--- src/rtl/arith_unit_mc.sv ---
// Multi-cycle arithmetic unit: single-cycle ADD/SUB/MUL and a W-cycle restoring
// divider returning quotient and remainder, with a start/busy/done handshake.
module arith_unit_mc #(
    parameter int DATA_WIDTH = 16,
    parameter int OUT_WIDTH  = 2 * DATA_WIDTH
) (
    input  logic                  CLK,
    input  logic                  RST,
    input  logic [DATA_WIDTH-1:0] A,
    input  logic [DATA_WIDTH-1:0] B,
    input  logic [1:0]            ALU_FUNC,
    input  logic                  Signed_Mode,
    input  logic                  Arith_Enable,
    output logic                  Busy,
    output logic [OUT_WIDTH-1:0]  Arith_OUT,
    output logic                  Carry_OUT,
    output logic                  Ovf_OUT,
    output logic                  Div_Zero,
    output logic                  Arith_Flag
);

    localparam int W  = DATA_WIDTH;
    localparam int CW = $clog2(W + 1);

    localparam logic [1:0] FUNC_ADD = 2'b00;
    localparam logic [1:0] FUNC_SUB = 2'b01;
    localparam logic [1:0] FUNC_MUL = 2'b10;
    localparam logic [1:0] FUNC_DIV = 2'b11;

    typedef enum logic [1:0] {
        IDLE    = 2'd0,
        DIV_RUN = 2'd1,
        DIV_FIX = 2'd2
    } state_t;

    state_t state_reg, state_next;

    logic [OUT_WIDTH-1:0] out_reg, res_next;
    logic                 carry_reg, carry_next;
    logic                 ovf_reg, ovf_next;
    logic                 dz_reg, dz_next;
    logic                 flag_reg;

    logic [W-1:0]  rem_reg, quo_reg, dvs_reg;
    logic [CW-1:0] cnt_reg;
    logic          q_neg_reg, r_neg_reg, ovf_div_reg;

    // Operands widened by one bit so sum/difference are exact in either mode.
    logic [W:0]       a_ext, b_ext, sum_ext, diff_ext;
    logic [2*W-1:0]   mul_a, mul_b, prod;
    logic [W-1:0]     a_mag, b_mag;
    logic             a_neg, b_neg;
    logic             div_start;
    logic [W:0]       shifted, trial;
    logic [W-1:0]     quo_fix, rem_fix;

    always_comb begin
        a_neg    = Signed_Mode & A[W-1];
        b_neg    = Signed_Mode & B[W-1];
        a_ext    = {a_neg, A};
        b_ext    = {b_neg, B};
        sum_ext  = a_ext + b_ext;
        diff_ext = a_ext - b_ext;
        mul_a    = {{W{a_neg}}, A};
        mul_b    = {{W{b_neg}}, B};
        prod     = mul_a * mul_b;
        a_mag    = a_neg ? -A : A;
        b_mag    = b_neg ? -B : B;
        div_start = (state_reg == IDLE) && Arith_Enable &&
                    (ALU_FUNC == FUNC_DIV) && (B != '0);
    end

    always_comb begin
        res_next   = '0;
        carry_next = 1'b0;
        ovf_next   = 1'b0;
        dz_next    = 1'b0;
        case (ALU_FUNC)
            FUNC_ADD: begin
                res_next   = {{(W-1){Signed_Mode & sum_ext[W]}}, sum_ext};
                // Recover the carry into bit W from the extended sum.
                carry_next = sum_ext[W] ^ a_ext[W] ^ b_ext[W];
                ovf_next   = Signed_Mode & (A[W-1] == B[W-1]) & (sum_ext[W-1] != A[W-1]);
            end
            FUNC_SUB: begin
                res_next   = {{(W-1){Signed_Mode & diff_ext[W]}}, diff_ext};
                carry_next = (A < B);
                ovf_next   = Signed_Mode & (A[W-1] != B[W-1]) & (diff_ext[W-1] != A[W-1]);
            end
            FUNC_MUL: begin
                res_next = prod;
            end
            default: begin
                res_next = {A, {W{1'b1}}};
                dz_next  = 1'b1;
            end
        endcase
    end

    always_comb begin
        shifted = {rem_reg, quo_reg[W-1]};
        trial   = shifted - {1'b0, dvs_reg};
        quo_fix = q_neg_reg ? -quo_reg : quo_reg;
        rem_fix = r_neg_reg ? -rem_reg : rem_reg;
    end

    always_comb begin
        state_next = state_reg;
        case (state_reg)
            IDLE:    if (div_start) state_next = DIV_RUN;
            DIV_RUN: if (cnt_reg == CW'(W - 1)) state_next = DIV_FIX;
            DIV_FIX: state_next = IDLE;
            default: state_next = IDLE;
        endcase
    end

    always_ff @(posedge CLK) begin
        if (RST) state_reg <= IDLE;
        else     state_reg <= state_next;
    end

    always_ff @(posedge CLK) begin
        if (RST) begin
            out_reg     <= '0;
            carry_reg   <= 1'b0;
            ovf_reg     <= 1'b0;
            dz_reg      <= 1'b0;
            flag_reg    <= 1'b0;
            rem_reg     <= '0;
            quo_reg     <= '0;
            dvs_reg     <= '0;
            cnt_reg     <= '0;
            q_neg_reg   <= 1'b0;
            r_neg_reg   <= 1'b0;
            ovf_div_reg <= 1'b0;
        end else begin
            flag_reg <= 1'b0;
            case (state_reg)
                IDLE: begin
                    if (div_start) begin
                        rem_reg     <= '0;
                        quo_reg     <= a_mag;
                        dvs_reg     <= b_mag;
                        cnt_reg     <= '0;
                        q_neg_reg   <= a_neg ^ b_neg;
                        r_neg_reg   <= a_neg;
                        // Only -2^(W-1) / -1 overflows; the quotient wraps naturally.
                        ovf_div_reg <= Signed_Mode && (A == {1'b1, {(W-1){1'b0}}}) &&
                                       (B == {W{1'b1}});
                    end else if (Arith_Enable) begin
                        out_reg   <= res_next;
                        carry_reg <= carry_next;
                        ovf_reg   <= ovf_next;
                        dz_reg    <= dz_next;
                        flag_reg  <= 1'b1;
                    end
                end
                DIV_RUN: begin
                    if (!trial[W]) begin
                        rem_reg <= trial[W-1:0];
                        quo_reg <= {quo_reg[W-2:0], 1'b1};
                    end else begin
                        rem_reg <= shifted[W-1:0];
                        quo_reg <= {quo_reg[W-2:0], 1'b0};
                    end
                    cnt_reg <= cnt_reg + 1'b1;
                end
                DIV_FIX: begin
                    out_reg   <= {rem_fix, quo_fix};
                    carry_reg <= 1'b0;
                    ovf_reg   <= ovf_div_reg;
                    dz_reg    <= 1'b0;
                    flag_reg  <= 1'b1;
                end
                default: ;
            endcase
        end
    end

    assign Busy       = (state_reg != IDLE);
    assign Arith_OUT  = out_reg;
    assign Carry_OUT  = carry_reg;
    assign Ovf_OUT    = ovf_reg;
    assign Div_Zero   = dz_reg;
    assign Arith_Flag = flag_reg;

endmodule

--- config.mk ---
export PLATFORM = sky130hd
export DESIGN_NAME = arith_unit_mc
export DESIGN_NICKNAME = d
export VERILOG_FILES = /design/src/rtl/arith_unit_mc.sv
export SDC_FILE = /design/constraint.sdc
export NUM_CORES = 1
export LEC_CHECK = 0
export CAP_MARGIN = 15
export CELL_PAD_IN_SITES_DETAIL_PLACEMENT = 1
export CELL_PAD_IN_SITES_GLOBAL_PLACEMENT = 2
export CORE_ASPECT_RATIO = 1.2
export CORE_UTILIZATION = 40
export DETAILED_ROUTE_END_ITERATION = 12
export PLACE_DENSITY = 0.87
export SLEW_MARGIN = 30
export SYNTH_ARGS = -nofsm -noshare
export SYNTH_HDL_FRONTEND = slang
export SYNTH_SLANG_ARGS = --single-unit
--- constraint.sdc ---
create_clock -name CLK -period 17.9 [get_ports CLK]
set_clock_uncertainty 0.15 [all_clocks]
set_input_delay 3.58 -clock CLK [delete_from_list [all_inputs] [get_ports CLK]]
set_output_delay 3.58 -clock CLK [all_outputs]
set_load 0.01 [all_outputs]
Word level (Yosys, flattened, before mapping)
Index checks and enable logic that the tools add are counted.
{ "word_totals": {"input_bits": 38, "output_inout_bits": 37, "reg_bits": 94, "word_cells": 100} }
{ "op_classes": {"eq_ne": 16, "n_lt_le_gt_ge": 1, "multipliers": 1, "muxes": 34, "n_reduce_logical": 16, "bitwise": 11, "addsub": 8} }
{ "ops": {"columns": ["cell", "count"], "rows": [
  ["$mux W16", 7],
  ["$pmux W32 S3", 1],
  ["$mux W32", 2],
  ["$neg A16 Y16", 4],
  ["$pmux W16 S2", 2],
  ["$pmux W32 S2", 1],
  ["$eq A16 B16 Y1 const B", 2],
  ["$mul A17 B17 Y32", 1],
  ["$add A17 B17 Y17", 1],
  ["$sub A17 B16 Y17", 1],
  ["$sub A17 B17 Y17", 1],
  ["$lt A16 B16 Y1", 1],
  ["$reduce_bool A16 Y1", 1],
  ["$pmux W1 S2", 6],
  ["$mux W1", 10],
  ["$pmux W5 S2", 1],
  ["$and A1 B1 Y1", 8],
  ["$ne A2 B2 Y1 const B", 4],
  ["$eq A2 B2 Y1 const B", 3],
  ["$reduce_and A2 Y1", 3],
  ["$reduce_bool A2 Y1", 3],
  ["$add A5 B1 Y5 const B", 1],
  ["$eq A5 B4 Y1 const B", 1],
  ["$logic_and A1 B1 Y1", 5],
  ["other kinds (10)", 17]
]} }

Depth between registers and ports, before layout
{ "depth": {"word_depth": 8, "depth_mapped": 28, "depth_no_buf": 26} }

Worst setup path before layout
OpenSTA, ideal clock, no wires.
{ "synth_path": {"kind": "input -> register", "start": "input port A[12]", "end": "register out_reg[30] (netlist: Arith_OUT[30])", "setup_ns": 0.086, "arrival_ns": 9.777, "setup_slack_ns": 7.887, "required_ns": 17.664, "path_buffers": 2, "stages": 24, "cell_sequence": "clkbuf_1 clkbuf_1 nand2_1 fa_1 inv_1 fa_1 inv_1 fa_1 inv_1 fa_1 fa_1 inv_1 fa_1 inv_1 ha_1 or4_1 a211o_1 a31oi_4 o21ai_2 a41o_1 a2111oi_4 o31a_1 o21ai_1 a221oi_2"} }
{ "synth_via": {"elab_chain_cells": 6, "word_cells_on_any_way": 9, "classes_between": "add/sub: 2; mul: 1; mux: 4; bitwise: 2"} }
{ "synth_lines": {"columns": ["element", "line_no", "source"], "rows": [
  ["start: declaration", "9", "input logic [DATA_WIDTH-1:0] A,"],
  ["branches (longest 2 deep; another with $mul A17 B17 Y32)", null, null],
  ["$pmux W32 S3 (*)", "78", "case (ALU_FUNC)"],
  ["$mux W32 (*)", "150", "end else if (Arith_Enable) begin"],
  ["$mux W32 (*)", "140", "if (div_start) begin"],
  ["$pmux W32 S2 (*)", "138", "case (state_reg)"],
  ["end signal: assignment", "151", "out_reg <= res_next;"],
  ["end signal: assignment", "169", "out_reg <= {rem_fix, quo_fix};"],
  ["end: declaration", "38", "logic [OUT_WIDTH-1:0] out_reg, res_next;"]
]} }
Every way passes the cells marked *. The select of a mux whose other input is x is not followed.
A chain may end at the register's enable or synchronous reset.

Worst setup path after layout
{ "layout_path": {"start": "input port Signed_Mode", "end": "register out_reg[30] (netlist: Arith_OUT[30])"} }
{ "layout_via": {"elab_chain_cells": 7, "word_cells_on_any_way": 11, "classes_between": "add/sub: 2; mul: 1; mux: 4; bitwise: 4"} }
{ "layout_lines": {"columns": ["element", "line_no", "source"], "rows": [
  ["start: declaration", "12", "input logic Signed_Mode,"],
  ["branches (longest 3 deep; another with $mul A17 B17 Y32)", null, null],
  ["$pmux W32 S3 (*)", "78", null],
  ["$mux W32 (*)", "150", null],
  ["$mux W32 (*)", "140", null],
  ["$pmux W32 S2 (*)", "138", null]
]} }
Marks and branches as above.

==> results.md <==
* Status: completed
* Seq cells post-synth at 94
* Slew margin rel. at about 37%
* Hold_buf cts at 0
* Ratio of cells with drive above 1 in the final layout at around 4.4%
* Root buffer selected by CTS: clkbuf_16
* Final ANT Viol Nets at 0
* Routability Congestion at slightly above 0.9
* Top routing layer in use: met4
* Most used cell, CP: fa_1
* Commonest cells post-synth: inv_1 (374), fa_1 (285), nand2_1 (235)
* Max-cap violations at 0
* Crit Path Category: in -> reg
* Worst setup EP type: flip-flop
* Core ar. at between 40000 and 50000 µm²
* Worst min path class: reg -> reg
* RSZ-0062 raised after global routing: false
* Reg-to-reg endpoint: rem_reg[12]$_SDFFE_PP0P_
* Synth area leader: fa_1
* Worst-Skew Late Latency at roughly 0.35 ns
* Sequential Area at approximately 1900 µm²
* CP Depth at 24
* NumNets Final at roughly 2700
* Final WL at about 65 mm
* Worst-path maximum fanout at 19
* Post-DR vias/cell at roughly 5.7
* FMAX at roughly 92 MHz
* # diodes at 0
* Total CTS buffers at 9
* Slew @ Worst Pin at 0.946 ns
* I/O Pins at 75
* EDFF count, synth at 0
* P&R area growth vs syn at 9.21%
* Max reg flops at 32
* Most instantiated library cell after synthesis: inv_1
* Power, Total at around 4.0 mW
* Synthesized net count at roughly 2600
* Critical-path cell list: clkdlybuf4s50_1 -> nand2_1 -> buf_4 -> inv_1 -> nand2_1 -> fa_1 -> fa_1 -> inv_1 -> fa_1 -> fa_1 -> fa_1 -> inv_1 -> fa_1 -> inv_1 -> ha_1 -> or4_1 -> a211o_1 -> a31oi_4 -> o21ai_2 -> a41o_1 -> a2111oi_4 -> o31a_1 -> o21ai_1 -> a221oi_2
* DRT iter0 DRCs at 687
* Pre-antenna DRT Iters at 5
* Post-synth top area share at a little under a third
* Final-report hold violation count at 0
* FF-to-FF path depth at 14
* Die height at between 200 and 250 µm
* Yosys cell types at 75
* Final HPWL DP at between 50 and 60 mm
* Setup total negative slack at 0 ns
* Leak at between 9 and 10 nW
* CTS Buffer Depth at 2
* Row count at 84
* Avg Inst Size Synth at 8.23 µm²
* Top cells by area, synth: fa_1 (32%), dfxtp_1 (10%), ha_1 (9.5%)
* CTS tree: yes
* Synth Flop Type: dfxtp_1
* GRT Residual Overflow at 0
* Max-slew violation count at 0
* Synth warn at 0
* Maximum VDD drop at around 0.19 mV
* Critical-path top delay cell: clkdlybuf4s50_1
* PD cells at between 200 and 250 nW/µm²
* Die Footprint at 45700 µm²
* Cts repair resizes at 0
* First-pass GRT wire length at 102 mm
* Drt wl/cell at 23.7 µm
* Async set or reset register ratio after synthesis at 0%
* Post-route minimum period at 10.90 ns
* # Post-CTS Setup Buffers at 0
* Cells after synthesis at roughly 2200
* Setup crit end: Arith_OUT[30]$_SDFFE_PP0P_
* CP startpoint: Signed_Mode
* CTS H-tree lvls at 3
* Vias in the first global route at 17200
* Wire length on met2 at between 30 and 40 mm
* Register area share after synthesis at 10.5%
* Final period utilization at slightly above 60%
* Drc violations at 0
* Worst r2r src: quo_reg[15]$_SDFFE_PP0P_
* GRT Util Overall at 29.5%
* CTS Sinks at 94
* Area of the multi-input gates at ~14000 µm²
* Critical path startpoint category: primary input
* CP bufs+invs at 6
* Met1 wire length at 26.8 mm
* Initial Util at 40.8%
* Register-to-register setup slack at 13.69 ns
* Hold Slack at roughly 0.31 ns
* Pin count of the biggest net entering global routing at 74
* Buffers on Ports at 74
* Kind of cell adding the most delay to the critical path: adder cells
* CP required at 18.00 ns
* Final setup fails at 0
* Met3 wire length at ~2.4 mm
* Crit-path max cell delay at 0.76 ns
* Initial antenna violation count at 1
* Fillcell total at between 5000 and 6000
* Routed vias at between 15000 and 20000
* Die width at slightly below 200 µm
* Clk pin slew, worst setup/hold paths at roughly 0.070 ns
* CP Data Arrival Time at 11.00 ns
* Cell Area, Synth at 18000 µm²
-- layout make-up --
| class | count | share of cell area (%) |
|---|---|---|
| Multi-Input combinational cell | 1588 | 72.6 |
| Tap cell | 559 | 3.57 |
| Sequential cell | 94 | 9.60 |
| Clock inverter | 6 | 0.345 |
| Clock buffer | 10 | 1.17 |
| Inverter | 385 | 7.37 |
| Timing Repair Buffer | 117 | 5.37 |
-- worst min-delay path by stage --
stage | startpoint | slack (ns) | depth (start not counted) | end
2_1_floorplan | cnt_reg[4]$_SDFFE_PP0P_ | 0.28 | 2 | cnt_reg[4]$_SDFFE_PP0P_
3_3_place_gp | cnt_reg[4]$_SDFFE_PP0P_ | 0.29 | 2 | cnt_reg[4]$_SDFFE_PP0P_
3_5_place_dp | Arith_OUT[1]$_SDFFE_PP0P_ | 0.30 | 2 | Arith_OUT[1]$_SDFFE_PP0P_
4_1_cts | Arith_OUT[1]$_SDFFE_PP0P_ | 0.31 | 2 | Arith_OUT[1]$_SDFFE_PP0P_
5_1_grt | Arith_OUT[5]$_SDFFE_PP0P_ | 0.33 | 2 | Arith_OUT[5]$_SDFFE_PP0P_
6_report | Arith_OUT[1]$_SDFFE_PP0P_ | 0.31 | 2 | Arith_OUT[1]$_SDFFE_PP0P_
-- tightest hold or removal path, cell delays in order (launching register included) --
cell	delay [ns]
dfxtp_1	0.31
nand2_1	0.05
a21oi_1	0.05
-- power by group --
part	leakage, nW	switching, mW	internal [mW]
combinational	8.15	2.12	1.42
sequential	0.768	0.0265	0.236
clock	0.139	0.0905	0.109
total	9.06	2.24	1.77
-- logic make-up after synthesis --
logic type                 Yosys count  share of synthesized area [%]
adders and majority gates          422                           41.3
DFF                                 94                           10.5
muxes                               18                           1.02
xor gates and xnor gates           121                           5.90
AOI/OAI and AO/OA                  405                           14.9
buffers and inverters              500                           10.5
and+or+nand+nor                    622                           15.9
-- through the flow --
step | cells | setup WS [ns] | cell area (µm²) | utilization [%]
4_1_cts | 2759 | 7.06 | 19600 | 44.5
6_report | 2759 | 7.00 | 19600 | 44.5
5_1_grt | 2759 | 6.69 | 19600 | 44.5
3_3_place_gp | 2743 | 6.92 | 19300 | 43.9
3_5_place_dp | 2743 | 6.71 | 19300 | 43.9
2_1_floorplan | 2182 | 7.89 | 18000 | -
-- metal layers --
metal | global-route usage, % | vias up
met2 | 52.3 | 429
met1 | 36.4 | 8098
met4 | 14.7 | 0
met5 | 0 | -
met3 | 2.04 | 156
li1 | - | 7001
-- cell usage in the layout, fill, tap and decap left out, types with 30 or more instances in the layout --
cell               n
nand2_1          235
fa_1             285
buf_4             43
inv_1            374
a211oi_1          30
o21ai_1           33
a21oi_1          123
clkdlybuf4s50_1   72
and2_1            80
nor2_1           166
xor2_1            35
dfxtp_1           94
ha_1             137
xnor2_1           85
o21ai_0           41
No activity file was read; power rests on OpenSTA's default activity.
